[src/rtl/wb_regfile_pkg.sv]
// Shared widths, constants and the pipeline stage record for the WB-side register file.
package wb_regfile_pkg;

  localparam int REG_BUS      = 32;
  localparam int REG_ADDR_BUS = 5;
  localparam int REG_NUM_LOG2 = 5;

  localparam logic [REG_BUS-1:0]      ZERO_WORD     = '0;
  localparam logic [REG_ADDR_BUS-1:0] REG_ZERO_ADDR = 5'd0;
  localparam logic                    WRITE_ENABLE  = 1'b1;
  localparam logic                    READ_ENABLE   = 1'b1;

  typedef logic [REG_BUS-1:0]      reg_t;
  typedef logic [REG_ADDR_BUS-1:0] reg_addr_t;

  // One in-flight result as carried by the MEM and WB registers.
  typedef struct packed {
    reg_addr_t wd;
    logic      wreg;
    reg_t      wdata;
  } stage_t;

  localparam stage_t BUBBLE = '0;

  function automatic logic stage_hit(input stage_t s, input reg_addr_t addr);
    return (s.wreg == WRITE_ENABLE) && (s.wd == addr);
  endfunction

endpackage

[src/rtl/wb_regfile_array.sv]
// GPR storage: one synchronous write port, two asynchronous read ports, async clear.
module wb_regfile_array
  import wb_regfile_pkg::*;
#(
  parameter int NREG = 32
) (
  input  logic      clk,
  input  logic      rst,
  input  logic      we,
  input  reg_addr_t waddr,
  input  reg_t      wdata,
  input  reg_addr_t raddr1,
  input  reg_addr_t raddr2,
  output reg_t      rdata1,
  output reg_t      rdata2
);

  reg_t mem [NREG];

  // NOTE: the array is cleared by reset, so it maps to flops rather than a RAM macro.
  always_ff @(posedge clk or negedge rst) begin
    if (!rst) begin
      for (int i = 0; i < NREG; i++) mem[i] <= ZERO_WORD;
    end else if (we && waddr != REG_ZERO_ADDR && 32'(waddr) < NREG) begin
      mem[waddr] <= wdata;
    end
  end

  always_comb begin
    rdata1 = ZERO_WORD;
    rdata2 = ZERO_WORD;
    if (raddr1 != REG_ZERO_ADDR && 32'(raddr1) < NREG) rdata1 = mem[raddr1];
    if (raddr2 != REG_ZERO_ADDR && 32'(raddr2) < NREG) rdata2 = mem[raddr2];
  end

endmodule

[src/rtl/wb_regfile.sv]
// EX->MEM->WB result pipeline retiring into the GPR file, with fully forwarded read ports.
module wb_regfile
  import wb_regfile_pkg::*;
#(
  parameter int NREG   = 32,
  parameter int FWD_EX = 1
) (
  input  logic      clk,
  input  logic      rst,
  input  reg_addr_t ex_wd_i,
  input  logic      ex_wreg_i,
  input  reg_t      ex_wdata_i,
  input  logic      stall_i,
  input  logic      flush_i,
  input  logic      re1_i,
  input  reg_addr_t raddr1_i,
  input  logic      re2_i,
  input  reg_addr_t raddr2_i,
  output reg_t      rdata1_o,
  output reg_t      rdata2_o,
  output reg_addr_t wb_wd_o,
  output logic      wb_wreg_o,
  output reg_t      wb_wdata_o
);

  stage_t ex_s, mem_q, wb_q;
  reg_t   arr_rdata1, arr_rdata2;

  assign ex_s = '{wd: ex_wd_i, wreg: ex_wreg_i, wdata: ex_wdata_i};

  // NOTE: pipeline state uses non-blocking assignments so WB captures MEM's pre-edge value.
  always_ff @(posedge clk or negedge rst) begin
    if (!rst) begin
      mem_q <= BUBBLE;
      wb_q  <= BUBBLE;
    end else if (flush_i) begin
      mem_q <= BUBBLE;
      wb_q  <= BUBBLE;
    end else if (stall_i) begin
      wb_q  <= BUBBLE;
    end else begin
      mem_q <= ex_s;
      wb_q  <= mem_q;
    end
  end

  // Retirement happens from the old WB contents regardless of stall/flush.
  wb_regfile_array #(.NREG(NREG)) u_array (
    .clk    (clk),
    .rst    (rst),
    .we     (wb_q.wreg),
    .waddr  (wb_q.wd),
    .wdata  (wb_q.wdata),
    .raddr1 (raddr1_i),
    .raddr2 (raddr2_i),
    .rdata1 (arr_rdata1),
    .rdata2 (arr_rdata2)
  );

  function automatic reg_t fwd_read(input logic re, input reg_addr_t addr, input reg_t arr,
                                    input stage_t ex, input stage_t mem, input stage_t wb);
    if (re != READ_ENABLE || addr == REG_ZERO_ADDR) return ZERO_WORD;
    if (FWD_EX != 0 && stage_hit(ex, addr))         return ex.wdata;
    if (stage_hit(mem, addr))                       return mem.wdata;
    if (stage_hit(wb, addr))                        return wb.wdata;
    return arr;
  endfunction

  // NOTE: every output of this block gets a default first, so no latch is inferred.
  always_comb begin
    rdata1_o = ZERO_WORD;
    rdata2_o = ZERO_WORD;
    if (rst) begin
      rdata1_o = fwd_read(re1_i, raddr1_i, arr_rdata1, ex_s, mem_q, wb_q);
      rdata2_o = fwd_read(re2_i, raddr2_i, arr_rdata2, ex_s, mem_q, wb_q);
    end
  end

  assign wb_wd_o    = wb_q.wd;
  assign wb_wreg_o  = wb_q.wreg;
  assign wb_wdata_o = wb_q.wdata;

endmodule

[config.mk]
export PLATFORM = sky130hd
export DESIGN_NAME = wb_regfile
export DESIGN_NICKNAME = d
export VERILOG_FILES = /design/src/rtl/wb_regfile_pkg.sv /design/src/rtl/wb_regfile_array.sv /design/src/rtl/wb_regfile.sv
export SDC_FILE = /design/constraint.sdc
export NUM_CORES = 2
export LEC_CHECK = 0
export BUFFER_PORTS_ARGS = -buffer_cell sky130_fd_sc_hd__buf_2
export CORE_ASPECT_RATIO = 0.8
export CORE_MARGIN = 2
export CORE_UTILIZATION = 30
export CTS_CLUSTER_DIAMETER = 80
export CTS_CLUSTER_SIZE = 25
export DETAILED_ROUTE_END_ITERATION = 8
export GPL_TIMING_DRIVEN = 1
export SYNTH_ARGS = -nofsm -noshare
export SYNTH_HDL_FRONTEND = slang
export SYNTH_SLANG_ARGS = --single-unit
[constraint.sdc]
create_clock -name clk -period 3 [get_ports clk]
set_clock_uncertainty 0.1 [all_clocks]
set_input_delay 0.45 -clock clk [delete_from_list [all_inputs] [get_ports clk]]
set_output_delay 0.45 -clock clk [all_outputs]
set_load 0.1 [all_outputs]
## After elaboration in Yosys (flattened, before gate mapping)

Cells that the tools add are included.

- Register bits: 1,100
- Bits of input ports: 54

- Order comparisons: 4
- Eq/ne operators: 7
- Mux-type cells: 61
- Bitwise operators: 5
- Reductions and logical operators: 15

Operators with widths:

| operator | count |
|---|---|
| $bwmux W1024 | 1 |
| $mux W32 | 25 |
| $bmux W32 S5 | 2 |
| $demux W32 S5 | 1 |
| $mux W38 | 4 |
| $eq A5 B5 Y1 | 6 |
| $mux W1 | 28 |
| $ge A6 B6 Y1 const B | 3 |
| $not A5 Y6 | 3 |
| $reduce_bool A5 Y1 | 3 |
| $logic_not A5 Y1 | 2 |
| $logic_and A1 B1 Y1 | 8 |
| $lt A6 B1 Y1 const B | 1 |
| $logic_or A1 B1 Y1 | 2 |
| $ne A2 B1 Y1 const B | 1 |
| $not A1 Y1 | 2 |

## Depth between registers and ports, before layout

- Word-level depth: 18
- Gate-level depth with buffers: 10

## Cells and area by module

Synthesis repeated with hierarchy kept, for this count alone.

- Cells, all modules: 4,106
- Area, all modules: 59,171.8 um2

Modules (own cells, without submodules):

| module | instances | cells each | area each (um2) | seq. area each (um2) |
|---|---|---|---|---|
| wb_regfile_array | 1 | 3,514 | 53,989.3 | 25,624.6 |
| wb_regfile | 1 | 592 | 5,182.5 | 1,901.8 |

## Worst setup path after synthesis

OpenSTA, ideal clock, no wires.

- Kind: register -> output
- From: reg wb_q, in the netlist wb_wd_o[4]
- To: out rdata2_o[0]
- Arrival: 3.863 ns
- Required time: 2.450 ns
- Slack: -1.413 ns
- Cell stages (with the launch flop): 9
- Path through: dfrtp_1 -> buf_2 -> xor2_1 -> nor4_2 -> and2_0 -> clkbuf_1 -> buf_2 -> nand2_1 -> a41oi_1

- Longest elaborated chain between the ends: 12

RTL lines:

| item | line | RTL |
|---|---|---|
| start, declared | wb_regfile.sv:26 | `stage_t ex_s, mem_q, wb_q;` |
| start signal, assigned | wb_regfile.sv:43 | `wb_q <= mem_q;` |
| $eq A5 B5 Y1 (*) | wb_regfile_pkg.sv:26 | `return (s.wreg == WRITE_ENABLE) && (s.wd == addr);` |
| $logic_and A1 B1 Y1 (*) | wb_regfile_pkg.sv:26 |  |
| $mux W1 (2 in series) | wb_regfile.sv:65 | `if (stage_hit(wb, addr)) return wb.wdata;` |
| $mux W1 | wb_regfile.sv:64 | `if (stage_hit(mem, addr)) return mem.wdata;` |
| $mux W1 | wb_regfile.sv:63 | `if (FWD_EX != 0 && stage_hit(ex, addr)) return ex.wdata;` |
| $mux W1 | wb_regfile.sv:73 | `if (rst) begin` |
| $mux W32 (*) | wb_regfile.sv:66 | `return arr;` |
| $mux W32 (*) | wb_regfile.sv:65 |  |
| $mux W32 (*) | wb_regfile.sv:64 |  |
| $mux W32 (*) | wb_regfile.sv:63 |  |
| $mux W32 (*) | wb_regfile.sv:73 |  |
| end, declared | wb_regfile.sv:20 | `output reg_t rdata2_o,` |

Mark *: on every way between the ends. The rest lies on a longest branch, timed or not. The select of a mux whose other input is x is not followed.

## Final worst setup path

- From: reg wb_q, in the netlist wb_wd_o[3]
- To: out rdata2_o[0]

The elaborated chain is that of the path after synthesis.

==> results.md <==
- Fmax achieved: 0.279 GHz
- Count of endpoints failing hold in the final timing report: 0
- Unrepaired setup endpoints after global routing: true
- Routability congestion estimate from global placement: 0.827
- Asr flop ratio synth: 1.00
- Synthesized instance count: 3,871
- Logic pwr share: 0.100
- WS Path Type: reg -> out
- Capture point of the worst reg-to-reg path: u_array.mem[817]
- Initial core utilization: 0.302
- Number of buffers inserted by port buffering: 155
- Share of layout cells above drive strength 1: 0.599
- Bufs on Longest Clock Path: 3
- Total power divided by cell area: 377 nW/um2
- Number of levels the H-tree was split into: 2
- Global-route track usage on met3: 0.0366
- Num ports: 156
- Crit path max fanout: 22
- Share of the core filled with cells in the final layout: 0.368
- Sum of overflow across all layers after global routing: 0
- Via count of the first global-routing pass: 39,400
- Share of the yosys chip area belonging to registers: 0.472
- Overall Power: 0.0268 W
- Clock transition at the registers of the reported paths: 0.10 ns
- Number of antenna violations at the first check in global routing: 2
- Synthesized netlist net count: 3,925
- Standard cell area after detailed placement: 67,200 um2
- Share of the synthesized area in the top cell type: 0.472
- Top cells by area in the synthesized netlist: dfrtp_1, mux4_2, mux2_2, nand2_1, a22oi_1
- Met1 global-route usage: 0.277
- Static leakage power: 31.5 nW
- MaxCap Viol Count: 0
- Reported net switching power: 0.00718 W
- Mean Syn Cell Area: 15.1 um2
- CTS tree: built
- Post-Syn Area: 58,300 um2
- M2 GR Usage: 0.307
- Row count: 144
- Total iterations of the first detailed-routing run: 5
- Worst slew pin tran: 1.07 ns
- Net total in the final layout: 4,182
- Total track usage: 0.199
- Dominant synthesized flop cell: dfrtp_1
- Core Box Area: 193,000 um2
- Post-synth EDFFs: 0
- Worst-skew pair later-pin latency: 0.72 ns
- Violated checks: negative setup slack
- Post-route DRC: 0
- Required time at the worst-slack endpoint: 2.45 ns
- Fin crit share: 1.19
- Pin count of the biggest net entering global routing: 177
- Floorplan die area: 198,000 um2
- Data arrival time of the worst path: 3.03 ns
- Switching Share: 0.268
- Relative contribution of the clock network to total power: 0.342
- Number of DRC markers in iteration 0: 3,554
- Library cell with the largest summed area after synthesis: dfrtp_1
- P_int: 0.0196 W
- Portion of total power attributed to sequential cells: 0.558
- Worst rel slew slack: 0.288
- Final number of setup-violating endpoints: 64
- CTS Root Cell: clkbuf_16
- Area growth from synthesis to layout: 21.9%
- Largest vdd supply drop: 0.000352 V
- Final critical-path setup slack: -0.585 ns
- Busiest layer in global routing: met2
- Yosys Warn Count: 0
- Worst flop-to-flop path startpoint: wb_wd_o[4]
- Flop and latch count out of synthesis: 1,100
- Clock buffer count from CTS: 57
- DP Worst Slack: -0.324 ns
- First-pass GRT wire length: 287 mm
- Antenna violation net count after detailed routing: 0
- Number of vias after detailed routing: 38,200
- Crit start category: flop
- Result of the run: complete, but fails checks
- Depth of the worst register-to-register path: 6
- Total half-perimeter wirelength after legalization and detailed placement: 128 mm
- Min cycle time layout: 3.58 ns
- Vias per inst: 5.69
- # clock sinks: 1,100
- Post-route design area: 71,000 um2
- Total wirelength of the detailed-routed design: 201 mm
- Die boundary height: 398 um
- Kind of capture point of the worst setup path: output pin
- Routed length per placed instance: 29.9 um
- Count of unique library cells instantiated by Yosys: 37
- Setup slack, reg-to-reg: 0.28 ns
- Number of max-slew violations in the final report: 0
- Die width: 497 um
- Kind of path behind the tightest hold check: in -> async
- Setup_tns: -31.19 ns
-- critical path, cell delays in order (launching register included) --
cell	delay (ns)
dfrtp_4	0.51
buf_6	0.14
xor2_4	0.17
nor4_4	0.07
buf_4	0.15
buf_4	0.13
a21oi_4	0.18
buf_12	0.22
nand2_1	0.19
a41oi_4	0.31
buf_12	0.21
-- cells in the final DEF, fill, tap and decap left out, types with 8 or more instances in the layout --
cell,instances
buf_4,298
nor2_4,17
mux2i_1,38
xor2_1,10
and2_1,39
mux4_2,574
buf_12,194
nand2_2,68
mux2_2,960
mux2_1,32
buf_2,81
buf_6,25
clkbuf_16,63
nand2_1,169
o221ai_1,34
a41oi_4,62
dlygate4sd3_1,39
nor2_1,41
nand2_4,36
xnor2_1,14
a22oi_1,132
o221ai_2,24
buf_8,8
dfrtp_1,1093
-- power groups by stage --
| stage | registers, W | clock network [W] | logic, W |
|---|---|---|---|
| 2_1_floorplan | 0.0153 | 0 | 0.00110 |
| 3_3_place_gp | 0.0152 | 0 | 0.00248 |
| 3_5_place_dp | 0.0152 | 0 | 0.00249 |
| 4_1_cts | 0.0149 | 0.00939 | 0.00261 |
| 5_1_grt | 0.0150 | 0.00993 | 0.00282 |
| 6_report | 0.0149 | 0.00918 | 0.00268 |
-- worst max path at each step --
stage	startpoint	to	slack [ns]	depth (start not counted)
3_5_place_dp	raddr2_i[0]	rdata2_o[30]	-0.32	10
4_1_cts	wb_wd_o[4]	rdata1_o[30]	-0.59	8
3_3_place_gp	raddr2_i[0]	rdata2_o[30]	-0.34	10
5_1_grt	wb_wd_o[3]	rdata2_o[4]	-0.63	9
6_report	wb_wd_o[3]	rdata2_o[0]	-0.58	10
2_1_floorplan	wb_wd_o[0]	rdata2_o[10]	-0.06	8
-- stage by stage --
stage | hold WS [ns] | std cells
2_1_floorplan | 0.0544 | 3871
3_3_place_gp | 0.157 | 6530
3_5_place_dp | 0.156 | 6530
4_1_cts | 0.118 | 6687
5_1_grt | 0.137 | 6711
6_report | 0.134 | 6714
-- registers in the layout, indices dropped and copies added (netlist names) --
| register | flops |
|---|---|
| wb_wreg_o | 1 |
| u_array.mem | 1024 |
| wb_wdata_o | 32 |
| mem_q | 38 |
| wb_wd_o | 5 |
-- per-layer routing --
metal,vias to the layer above,routed length (um)
met1,21000,84800
met4,0,8970
li1,15400,-
met3,349,14600
met2,1428,92400
met5,-,0
-- final cells by class --
class	instances	area [um2]
Fill cell	18100	122000
Clock buffer	64	1520
Timing Repair Buffer	651	7480
Multi-Input combinational cell	2316	31000
Antenna cell	4	10.0
Clock inverter	22	267
Tap cell	2555	3200
Inverter	2	7.51
Sequential cell	1100	27500
-- repair_timing --
action	CTS	global route
gates cloned	3	5
hold buffers	39	0
endpoints found under the setup margin	64	64
setup buffers	29	23
pin swaps	52	57
hold endpoints to repair	167	0
resized for setup	111	121
-- cells by family after synthesis --
group,synth area share
mux,0.420
flops,0.472
buf+inv,0.0354
simple gates,0.0303
compound gates,0.0375
xor+xnor,0.00451
-- Yosys cell counts (6+ instances only) --
cell type	instances
buf_2	110
o221ai_1	64
mux4_2	574
xnor2_1	14
clkbuf_1	240
buf_1	59
a41oi_1	62
mux2_2	960
mux2_1	32
xor2_1	16
and2_1	42
buf_6	14
mux2i_1	38
nor2_1	58
buf_4	30
a22oi_1	132
nand2_1	273
dfrtp_1	1100
nor2b_1	6
No activity file was read; power rests on OpenSTA's default activity.
